$ cat src/rtl/mem_port_arbiter_pkg.sv
// Package mips_mem_pkg
//  Constants and helpers shared by the fetch stage, the memory model and the
//  memory port arbiter:
//   - burst size codes and the beats() decode (unknown codes decode to 1 beat)
//   - access direction constants
//   - arbiter state encoding
package mips_mem_pkg;

  // Burst size codes carried on *_access_size
  localparam logic [2:0] SIZE_1  = 3'b000;
  localparam logic [2:0] SIZE_4  = 3'b001;
  localparam logic [2:0] SIZE_8  = 3'b010;
  localparam logic [2:0] SIZE_16 = 3'b011;
  localparam logic [2:0] SIZE_32 = 3'b100;

  // Direction on mem_rw / d_rw
  localparam logic ACCESS_READ  = 1'b0;
  localparam logic ACCESS_WRITE = 1'b1;

  // Wide enough to hold the largest burst length (32)
  localparam int BEAT_W = 6;

  typedef enum logic [1:0] {
    ST_IDLE    = 2'd0,
    ST_GRANT_I = 2'd1,
    ST_GRANT_D = 2'd2
  } arb_state_t;

  // Number of beats in a burst; reserved codes behave as a single beat
  function automatic logic [BEAT_W-1:0] beats(input logic [2:0] size);
    logic [BEAT_W-1:0] n;
    case (size)
      SIZE_1:  n = BEAT_W'(1);
      SIZE_4:  n = BEAT_W'(4);
      SIZE_8:  n = BEAT_W'(8);
      SIZE_16: n = BEAT_W'(16);
      SIZE_32: n = BEAT_W'(32);
      default: n = BEAT_W'(1);
    endcase
    return n;
  endfunction

endpackage

$ cat src/rtl/mem_port_arbiter_if.sv
// Interface mem_port_arbiter_if
//  Bundles the fetch port, data port and memory-side signals of the memory
//  port arbiter.
//   slave  : arbiter view (requests/mem_busy in; busy lines and mem_* out)
//   master : environment view (fetch stage, mem stage and memory model)
//  Signals:
//   if_req/if_addr/if_access_size/if_busy      fetch (read-only) port
//   d_req/d_addr/d_rw/d_access_size/d_busy     data port
//   mem_addr/mem_rw/mem_access_size/mem_enable memory command
//   mem_busy                                   memory stall
//   grant_d                                    data port owns memory
interface mem_port_arbiter_if #(
  parameter int ADDR_W = 32
);

  logic              if_req;
  logic [ADDR_W-1:0] if_addr;
  logic [2:0]        if_access_size;
  logic              if_busy;

  logic              d_req;
  logic [ADDR_W-1:0] d_addr;
  logic              d_rw;
  logic [2:0]        d_access_size;
  logic              d_busy;

  logic [ADDR_W-1:0] mem_addr;
  logic              mem_rw;
  logic [2:0]        mem_access_size;
  logic              mem_enable;
  logic              mem_busy;
  logic              grant_d;

  modport slave (
    input  if_req, if_addr, if_access_size,
    input  d_req, d_addr, d_rw, d_access_size,
    input  mem_busy,
    output if_busy, d_busy,
    output mem_addr, mem_rw, mem_access_size, mem_enable, grant_d
  );

  modport master (
    output if_req, if_addr, if_access_size,
    output d_req, d_addr, d_rw, d_access_size,
    output mem_busy,
    input  if_busy, d_busy,
    input  mem_addr, mem_rw, mem_access_size, mem_enable, grant_d
  );

endinterface

$ cat src/rtl/mem_port_arbiter_beat_counter.sv
// Module arb_beat_counter
//  Tracks the beats remaining in the current burst.
//  Ports:
//   clk, rst_n   clock / asynchronous active-low reset
//   load         start of a new burst (takes priority over accept)
//   load_size    burst size code of the new burst
//   accept       a beat was accepted by memory this cycle
//   last_beat    the beat accepted this cycle is the final one of the burst
module arb_beat_counter
  import mips_mem_pkg::*;
(
  input  logic       clk,
  input  logic       rst_n,
  input  logic       load,
  input  logic [2:0] load_size,
  input  logic       accept,
  output logic       last_beat
);

  logic [BEAT_W-1:0] beats_left_reg;
  logic [BEAT_W-1:0] beats_left_next;

  // A load on the final beat of the previous burst overwrites the decrement,
  // which is what lets bursts run back-to-back.
  always_comb begin
    beats_left_next = beats_left_reg;
    if (load) begin
      beats_left_next = beats(load_size);
    end else if (accept && (beats_left_reg != '0)) begin
      beats_left_next = beats_left_reg - BEAT_W'(1);
    end
  end

  always_ff @(posedge clk or negedge rst_n) begin
    if (!rst_n) begin
      beats_left_reg <= '0;
    end else begin
      beats_left_reg <= beats_left_next;
    end
  end

  assign last_beat = accept && (beats_left_reg == BEAT_W'(1));

endmodule

$ cat src/rtl/mem_port_arbiter.sv
// Module mem_port_arbiter
//  Shares single-ported main memory between the fetch (instruction) port and
//  the data port. One requester owns memory per burst; the grant is held until
//  the final beat is accepted, and a fresh arbitration on that final beat lets
//  the next burst start without an idle cycle. Data normally wins a tie, but a
//  fetch that has waited STARVE_LIMIT cycles is given priority.
//  Parameters:
//   STARVE_LIMIT  fetch wait cycles before fetch beats a data request (>= 1)
//   ADDR_W        address width
//  Ports:
//   clk, rst_n    clock / asynchronous active-low reset
//   bus           mem_port_arbiter_if slave view (fetch, data, memory sides)
module mem_port_arbiter
  import mips_mem_pkg::*;
#(
  parameter int STARVE_LIMIT = 4,
  parameter int ADDR_W       = 32
) (
  input  logic                 clk,
  input  logic                 rst_n,
  mem_port_arbiter_if.slave    bus
);

  localparam int STARVE_W = $clog2(STARVE_LIMIT + 1);
  localparam logic [STARVE_W-1:0] STARVE_MAX = STARVE_W'(STARVE_LIMIT);

  arb_state_t          state_reg,  state_next;
  logic [STARVE_W-1:0] starve_reg, starve_next;
  logic [ADDR_W-1:0]   addr_reg,   addr_next;
  logic                rw_reg,     rw_next;
  logic [2:0]          size_reg,   size_next;

  logic accept;
  logic last_beat;
  logic arb_point;
  logic fetch_forced;
  logic load;

  // Memory is driven whenever a port owns it, so accept is simply "not stalled".
  assign accept    = (state_reg != ST_IDLE) && !bus.mem_busy;
  assign arb_point = (state_reg == ST_IDLE) || last_beat;

  // Fetch overrides data only while it is actually asking.
  assign fetch_forced = bus.if_req && (starve_reg >= STARVE_MAX);

  arb_beat_counter u_beat_counter (
    .clk       (clk),
    .rst_n     (rst_n),
    .load      (load),
    .load_size (size_next),
    .accept    (accept),
    .last_beat (last_beat)
  );

  // Next state, latched command and burst load
  always_comb begin
    state_next = state_reg;
    addr_next  = addr_reg;
    rw_next    = rw_reg;
    size_next  = size_reg;
    load       = 1'b0;

    if (arb_point) begin
      if (bus.d_req && !fetch_forced) begin
        state_next = ST_GRANT_D;
        addr_next  = bus.d_addr;
        rw_next    = bus.d_rw;
        size_next  = bus.d_access_size;
        load       = 1'b1;
      end else if (bus.if_req) begin
        state_next = ST_GRANT_I;
        addr_next  = bus.if_addr;
        rw_next    = ACCESS_READ;
        size_next  = bus.if_access_size;
        load       = 1'b1;
      end else begin
        state_next = ST_IDLE;
      end
    end
  end

  // Starvation counter: counts every cycle fetch waits while not owning
  // memory, saturates, and clears when fetch wins an arbitration.
  always_comb begin
    starve_next = starve_reg;
    if (arb_point && (state_next == ST_GRANT_I)) begin
      starve_next = '0;
    end else if (bus.if_req && (state_reg != ST_GRANT_I) && (starve_reg < STARVE_MAX)) begin
      starve_next = starve_reg + STARVE_W'(1);
    end
  end

  always_ff @(posedge clk or negedge rst_n) begin
    if (!rst_n) begin
      state_reg  <= ST_IDLE;
      starve_reg <= '0;
      addr_reg   <= '0;
      rw_reg     <= ACCESS_READ;
      size_reg   <= '0;
    end else begin
      state_reg  <= state_next;
      starve_reg <= starve_next;
      addr_reg   <= addr_next;
      rw_reg     <= rw_next;
      size_reg   <= size_next;
    end
  end

  assign bus.mem_enable      = (state_reg != ST_IDLE);
  assign bus.mem_addr        = addr_reg;
  assign bus.mem_rw          = rw_reg;
  assign bus.mem_access_size = size_reg;
  assign bus.grant_d         = (state_reg == ST_GRANT_D);

  // A port is released only in the cycle its final beat is accepted.
  assign bus.if_busy = bus.if_req && !((state_reg == ST_GRANT_I) && last_beat);
  assign bus.d_busy  = bus.d_req  && !((state_reg == ST_GRANT_D) && last_beat);

endmodule
$ cat src/flat_wrapper.sv
// flat-port wrapper written by rule: the top's interface ports become plain ports
module mem_port_arbiter_flat import mips_mem_pkg::*;
#(
  parameter int STARVE_LIMIT = 4,
  parameter int ADDR_W       = 32
)
  (clk, rst_n, bus_if_req, bus_if_addr, bus_if_access_size, bus_d_req, bus_d_addr, bus_d_rw, bus_d_access_size, bus_mem_busy, bus_if_busy, bus_d_busy, bus_mem_addr, bus_mem_rw, bus_mem_access_size, bus_mem_enable, bus_grant_d);
  mem_port_arbiter_if #(.ADDR_W(ADDR_W)) bus_i ();
  input  logic clk;
  input  logic rst_n;
  input wire logic [$bits(bus_i.if_req)-1:0] bus_if_req;
  input wire logic [$bits(bus_i.if_addr)-1:0] bus_if_addr;
  input wire logic [$bits(bus_i.if_access_size)-1:0] bus_if_access_size;
  input wire logic [$bits(bus_i.d_req)-1:0] bus_d_req;
  input wire logic [$bits(bus_i.d_addr)-1:0] bus_d_addr;
  input wire logic [$bits(bus_i.d_rw)-1:0] bus_d_rw;
  input wire logic [$bits(bus_i.d_access_size)-1:0] bus_d_access_size;
  input wire logic [$bits(bus_i.mem_busy)-1:0] bus_mem_busy;
  output wire logic [$bits(bus_i.if_busy)-1:0] bus_if_busy;
  output wire logic [$bits(bus_i.d_busy)-1:0] bus_d_busy;
  output wire logic [$bits(bus_i.mem_addr)-1:0] bus_mem_addr;
  output wire logic [$bits(bus_i.mem_rw)-1:0] bus_mem_rw;
  output wire logic [$bits(bus_i.mem_access_size)-1:0] bus_mem_access_size;
  output wire logic [$bits(bus_i.mem_enable)-1:0] bus_mem_enable;
  output wire logic [$bits(bus_i.grant_d)-1:0] bus_grant_d;
  assign bus_i.if_req = bus_if_req;
  assign bus_i.if_addr = bus_if_addr;
  assign bus_i.if_access_size = bus_if_access_size;
  assign bus_i.d_req = bus_d_req;
  assign bus_i.d_addr = bus_d_addr;
  assign bus_i.d_rw = bus_d_rw;
  assign bus_i.d_access_size = bus_d_access_size;
  assign bus_i.mem_busy = bus_mem_busy;
  assign bus_if_busy = bus_i.if_busy;
  assign bus_d_busy = bus_i.d_busy;
  assign bus_mem_addr = bus_i.mem_addr;
  assign bus_mem_rw = bus_i.mem_rw;
  assign bus_mem_access_size = bus_i.mem_access_size;
  assign bus_mem_enable = bus_i.mem_enable;
  assign bus_grant_d = bus_i.grant_d;
  mem_port_arbiter #(.STARVE_LIMIT(STARVE_LIMIT), .ADDR_W(ADDR_W)) u_core (.clk(clk), .rst_n(rst_n), .bus(bus_i));
endmodule
$ cat config.mk
export PLATFORM = sky130hd
export DESIGN_NAME = mem_port_arbiter_flat
export DESIGN_NICKNAME = d
export VERILOG_FILES = /design/src/rtl/mem_port_arbiter_pkg.sv /design/src/rtl/mem_port_arbiter_if.sv /design/src/rtl/mem_port_arbiter_beat_counter.sv /design/src/rtl/mem_port_arbiter.sv /design/src/flat_wrapper.sv
export SDC_FILE = /design/constraint.sdc
export NUM_CORES = 1
export LEC_CHECK = 0
export CORE_ASPECT_RATIO = 1.25
export CORE_MARGIN = 1.5
export CORE_UTILIZATION = 41
export DETAILED_ROUTE_END_ITERATION = 16
export GPL_ROUTABILITY_DRIVEN = 1
export PLACE_DENSITY = 0.79
export SLEW_MARGIN = 10
export SYNTH_ARGS = -nofsm -noshare
export SYNTH_HDL_FRONTEND = slang
export SYNTH_SLANG_ARGS = --single-unit
$ cat constraint.sdc
create_clock -name clk -period 2.15 [get_ports clk]
set_clock_uncertainty 0.1 [all_clocks]
set_input_delay 0.3225 -clock clk [delete_from_list [all_inputs] [get_ports clk]]
set_output_delay 0.3225 -clock clk [all_outputs]
set_load 0.02 [all_outputs]
**Yosys cells after proc, flatten, opt, wreduce, memory -nomap -nowiden**

Index checks and enable logic that the tools add are counted.

- Add/subtract/negate cells: 2
- Multipliers: 0
- Div/mod/pow operators: 0
- $lt $le $gt $ge: 2
- Eq/ne operators: 9
- Shift operators: 0
- Multiplexer cells: 18
- Bitwise gates (word level): 0
- Reductions and logical operators: 24

Operators by type and width:

| kind | count |
|---|---|
| 32-bit 2-to-1 mux | 2 |
| 6-bit one-hot mux with 4 select lines | 1 |
| 3-bit 2-to-1 mux | 5 |
| 1-bit logical AND | 12 |
| 6-bit 2-to-1 mux | 2 |
| 2-bit nonzero test | 4 |
| 3-bit by 2-bit == test with 1-bit output, second input constant | 2 |
| 6-bit by 1-bit == test with 1-bit output, second input constant | 1 |
| 1-bit 2-to-1 mux | 6 |
| 6-bit nonzero test | 1 |
| 6-bit by 1-bit subtractor with 6-bit output, second input constant | 1 |
| 2-bit by 1-bit == test with 1-bit output, second input constant | 2 |
| 1-bit logical NOT | 4 |
| 2-bit 2-to-1 mux | 2 |
| 3-bit by 1-bit adder with 3-bit output, second input constant | 1 |
| 3-bit by 1-bit == test with 1-bit output, second input constant | 1 |
| 3-bit == test, second input constant | 1 |
| 3-bit >= comparator, second input constant | 1 |
| 3-bit less-than comparator, second input constant | 1 |
| 2-bit == test, second input constant | 1 |
| 2-bit logical NOT | 1 |
| 2-bit by 1-bit inequality test with 1-bit output, second input constant | 1 |
| 2-bit AND reduction | 1 |
| 1-bit logical OR | 1 |

- Bits in registers: 47
- Latch bits: 0
- RAM bits: 0
- ROM bits: 0
- Input bits: 76
- Logic and storage cells: 61
- Memories: 0

**Depth between registers and ports, before layout**

Gate-level depths: netlist of the first run.

- Depth after elaboration: 9
- Mapped depth: 7
- Mapped depth without buffers: 6

**Hierarchy**

A second synthesis of the first run with hierarchy kept.

- Cells, all modules: 214
- Area total of the unflattened synthesis: 2483.6 um^2

Modules (own cells, without submodules):

| module | times used | cells each | area an instance (um^2) | seq. area each (um^2) |
|---|---|---|---|---|
| mem_port_arbiter | 1 | 159 | 2013.2 | 1026.0 |
| arb_beat_counter | 1 | 55 | 470.5 | 150.1 |

**Worst setup path before layout of the first run**

OpenSTA, ideal clock, no wires.

- Kind: register -> register
- Start point: register u_core.u_beat_counter.beats_left_reg[3]
- End point: register u_core.u_beat_counter.beats_left_reg[3]
- Arrival: 1595 ps
- Required time: 1922 ps
- Slack: 328 ps
- Cell stages (with the launch flop): 7
- Path buffers: 1
- Period minus slack after synthesis: 1822 ps
- Cells stage by stage: dfrtp_1 -> nor4_4 -> a31oi_4 -> buf_6 -> or2_1 -> a32oi_1 -> nor3_1

- Word-level cells in the longest chain between the ends: 7
- Elaborated cells between the ends (all ways): 16
- Those cells by class: add/sub: 1; eq/ne: 5; mux: 5; reduce/logical: 5

Ends and longest elaborated chain:

| what | line | RTL |
|---|---|---|
| from (decl) | mem_port_arbiter_beat_counter.sv:20 | `logic [BEAT_W-1:0] beats_left_reg;` |
| from (signal assigned) | mem_port_arbiter_beat_counter.sv:38 | `beats_left_reg <= beats_left_next;` |
| 6-bit by 1-bit == test with 1-bit output | mem_port_arbiter_beat_counter.sv:42 | `assign last_beat = accept && (beats_left_reg == BEAT_W'(1));` |
| 1-bit logical AND | mem_port_arbiter_beat_counter.sv:42 |  |
| 1-bit logical OR | mem_port_arbiter.sv:41 | `assign arb_point = (state_reg == ST_IDLE) \|\| last_beat;` |
| 3-bit 2-to-1 mux | mem_port_arbiter.sv:63 | `if (arb_point) begin` |
| 3-bit == test (tied with other cells) | mem_port_arbiter_pkg.sv:32 | `case (size)` |
| 6-bit one-hot mux with 4 select lines | mem_port_arbiter_pkg.sv:32 |  |
| 6-bit 2-to-1 mux | mem_port_arbiter_beat_counter.sv:27 | `if (load) begin` |

Parallel ways exist; a longest one is shown, timed or not. The select of a mux whose other input is x is not followed.
A chain may end at the register's enable or synchronous reset.

**Worst setup path after layout of the first run**

- Start point: register u_core.u_beat_counter.beats_left_reg[2]
- End point: register u_core.addr_reg[19], in the netlist u_core.bus.mem_addr[19]

- Word-level cells in the longest chain between the ends: 4

Ends and longest elaborated chain:

| what | line | RTL |
|---|---|---|
| 6-bit by 1-bit == test with 1-bit output | mem_port_arbiter_beat_counter.sv:42 |  |
| 1-bit logical AND | mem_port_arbiter_beat_counter.sv:42 |  |
| 1-bit logical OR | mem_port_arbiter.sv:41 |  |
| 2-bit AND reduction (no line) | n/a |  |
| to (signal assigned) | mem_port_arbiter.sv:103 | `addr_reg <= addr_next;` |
| to (decl) | mem_port_arbiter.sv:29 | `logic [ADDR_W-1:0] addr_reg, addr_next;` |

Every way passes these cells.

==> qor.log, run 1 <==
INFO  floorplan      die_h=89.1um
INFO  synthesis      synth.largest_area_cell=sky130_fd_sc_hd__dfrtp_1
INFO  synthesis      post_synth_most_frequent_cells=sky130_fd_sc_hd__nand2_1 (71), sky130_fd_sc_hd__dfrtp_1 (47), sky130_fd_sc_hd__nor2_1 (45), sky130_fd_sc_hd__a31oi_1 (35), sky130_fd_sc_hd__buf_2 (9)
INFO  cells_and_area fin_area=3990um^2
INFO  synthesis      mean_post_synth_cell_area=8.69um^2
INFO  floorplan      die-area=6410um^2
INFO  critical_path  worst-endpoint-arrival=2180ps
INFO  global_routing grt_pass1_wl=11.0mm
INFO  power          totalPowerFinal=5210uW
INFO  detailed_routing wire_per_inst=14.4um
INFO  cts            holdBufCountCts=0
INFO  timing         clock.fmax=487MHz
INFO  timing         final.period_utilization=95.6%
INFO  cts            cts_h_tree_depth=2
INFO  placed_design  port_buffers=115
INFO  timing         setup-violations-final=0
INFO  cts            worstSkewPairLatency=300ps
INFO  detailed_routing vias_per_instance=5.18
INFO  detailed_routing drt_pass1_iterations=4
INFO  placed_design  place.detailed.hpwl=4.93mm
INFO  synthesis      synth-edff-count=0
INFO  synthesis      synth.yosys.warnings=0
INFO  cts            clock_transition_at_the_register_clock_pins_on_the_worst_setup_and_hold_paths_after_cts=90ps
INFO  critical_path  worstPathRequired=2270ps
INFO  global_routing grt_pass1_vias=2,485
INFO  critical_path  critPathLaunchType=flop
INFO  global_routing number_of_antenna_violations_at_the_first_check_in_global_routing=0
INFO  floorplan      start_util=42.1%
INFO  placed_design  placed_cells=464
INFO  detailed_routing route.antenna.remaining_nets=0
INFO  timing         max_slew_margin=60.7%
INFO  cells_and_area final_layout_size_suffix_gt1_share=13.0%
INFO  global_routing overflow=0
INFO  power          power_per_cell_area=1310nW/um^2
INFO  synthesis      top_flip_flop_cell_by_instance_count_after_synthesis=sky130_fd_sc_hd__dfrtp_1
INFO  cells_and_area largest_register_ff_count=32
INFO  global_routing global_route.usage.total=21.8%
INFO  placed_design  gp_routability_congestion=0.929
INFO  placed_design  dpl-instance-area=3750um^2
INFO  flow_run       max_cap_violations=0
INFO  timing         final-hold-violation-count=3
INFO  power          vdd_ir_drop_max=0.608mV
INFO  synthesis      synth_cell_types=40
INFO  cts            cts_made_buffers=5
INFO  cells_and_area synthToLayoutAreaGrowth=63.8%
INFO  cells_and_area final_cells=481
INFO  global_routing maximum_number_of_pins_on_one_net_before_global_route_repair=50
INFO  timing         worst_hold_slack=-2.88ps
INFO  synthesis      synth-seq-area-share=48.3%
INFO  synthesis      syn_area=2430um^2
INFO  timing         rsz0062_at_grt=no
INFO  cts            ctsLongestPathBuffers=2
INFO  min_path       hold_path.class=in2async
INFO  detailed_routing drt_first_iter_violations=193
INFO  cells_and_area fin_util=69.0%
INFO  cts            clk_root_buffer_cell=sky130_fd_sc_hd__clkbuf_8
INFO  detailed_routing drc=0
INFO  cts            tritoncts=built
INFO  floorplan      floorplan.rows=31
INFO  synthesis      netlist.area_leader.share=48.3%
INFO  timing         timing.final.max_slew_violations=0
INFO  floorplan      ioPinCount=116
INFO  detailed_routing vias=2,491
INFO  critical_path  path_max_fanout=12
INFO  status         failed_checks=negative hold slack
INFO  synthesis      synth-seq-cells=47
INFO  cells_and_area diodes=0
INFO  floorplan      placeableCoreArea=5780um^2
INFO  synthesis      synthMostInstantiatedCell=sky130_fd_sc_hd__nand2_1
INFO  power          cellLeakagePower=0.00168uW
INFO  synthesis      synth-async-reset-ratio=100%
INFO  cts            cts_num_sinks=47
INFO  status         status=finished with violations
INFO  timing         minimum_clock_period=2060ps
INFO  cells_and_area final_nets=494
INFO  critical_path  cp-end-kind=flop
INFO  critical_path  worstSetupPathType=reg2reg
INFO  synthesis      postSynthNetCount=360
INFO  synthesis      post_synth_inst_count=280
INFO  synthesis      synth_top_cells_by_area=sky130_fd_sc_hd__dfrtp_1 (48%), sky130_fd_sc_hd__nand2_1 (11%), sky130_fd_sc_hd__a31oi_1 (9.0%)
INFO  timing         worst_pin_slew=590ps
INFO  floorplan      die_width=71.9um
INFO  detailed_routing routed_wirelength=6.93mm
[stage by stage]
step | setup slack [ps] | hold slack, ps | setup TNS [ps]
2_1_floorplan | 328 | -73.1 | 0
3_3_place_gp | -32.9 | 352 | -59.1
3_5_place_dp | -71.4 | 355 | -217
4_1_cts | 15.9 | 32.8 | 0
5_1_grt | 9.42 | 45.8 | 0
6_report | 94.7 | -2.88 | 0
[cell usage in the layout, fill, tap and decap left out, types with 4 or more instances in the layout]
master                            instances
sky130_fd_sc_hd__buf_4                   23
sky130_fd_sc_hd__a21o_1                   5
sky130_fd_sc_hd__clkbuf_8                 5
sky130_fd_sc_hd__nor2_1                  44
sky130_fd_sc_hd__inv_1                    5
sky130_fd_sc_hd__a21oi_1                  4
sky130_fd_sc_hd__nand3_1                  5
sky130_fd_sc_hd__o21ai_0                  4
sky130_fd_sc_hd__nand2b_1                 4
sky130_fd_sc_hd__a31oi_1                 35
sky130_fd_sc_hd__dfrtp_1                 46
sky130_fd_sc_hd__clkdlybuf4s50_1        112
sky130_fd_sc_hd__nand2_1                 71
[worst max-delay path, cell delays in order (launching register included)]
cell                        delay, ps
sky130_fd_sc_hd__dfrtp_2          450
sky130_fd_sc_hd__nor4_4           370
sky130_fd_sc_hd__buf_4            190
sky130_fd_sc_hd__buf_12           100
sky130_fd_sc_hd__a31oi_4          120
sky130_fd_sc_hd__nor2_4           120
sky130_fd_sc_hd__buf_4            160
sky130_fd_sc_hd__clkbuf_16        170
sky130_fd_sc_hd__nor2_1            40
sky130_fd_sc_hd__a31oi_1          150
[worst paths after layout]
check                                                              from                                       to  cells after the start  slack [ps]
worst max-delay path            u_core.u_beat_counter.beats_left_reg[2]                  u_core.bus.mem_addr[19]                      9          90
worst max register to register  u_core.u_beat_counter.beats_left_reg[2]                  u_core.bus.mem_addr[19]                      9          90
min in group clk                                      u_core.bus.mem_rw                        u_core.bus.mem_rw                      2         400
max in group asynchronous                                         rst_n  u_core.u_beat_counter.beats_left_reg[2]                      2        1520
worst min-delay path                                              rst_n  u_core.u_beat_counter.beats_left_reg[5]                      2          -3
worst min register to register                        u_core.bus.mem_rw                        u_core.bus.mem_rw                      2         400
[area by class of cell]
cell class	instances	area, um^2
clock buffers	5	68.8
repair buffers	144	1430
clock inverters	3	43.8
fillers	488	1790
inverters	5	18.8
flip-flops and latches	47	1180
well taps	66	82.6
multi-input cells	211	1160
[timing repair]
item | in CTS | in global routing
gates resized for setup | 3 | 9
gates cloned | 0 | 2
setup endpoints to repair | 2 | 38
pin swaps | 1 | 4
endpoints found under the hold margin | 0 | 0
buffers inserted | 2 | 5
[per-layer routing]
layer  wire length, um  track usage [%]  part of all wire [%]  up-vias
met5                 0                0                     0        -
met4               124             8.23                   1.8        0
met3               464             5.41                   6.7       13
met2              3610             38.9                    52       90
met1              2730             25.2                    39     1160
li1                  -                -                     -     1228
[power by group]
group          internal [uW]  switching (uW)  total [uW]
clock                    347             309         656
sequential              1330             273        1610
combinational           1470            1480        2940
total                   3140            2060        5210
[cell families after synthesis]
kind of cell / Yosys count / share of synthesized area, %
buffers and inverters: 22 / 4.32
xor gates and xnor gates: 4 / 1.44
adders and majority gates: 4 / 2.06
and+or+nand+nor: 138 / 24.3
DFF: 47 / 48.3
AOI/OAI and AO/OA: 65 / 19.6
No activity file was read; power rests on OpenSTA's default activity.
==> run 2, diff against run 1 <==
- SLEW_MARGIN: 10 -> 25
==> results of run 2 <==
No change in the layout: final DEF, timing and power equal those of run 1.
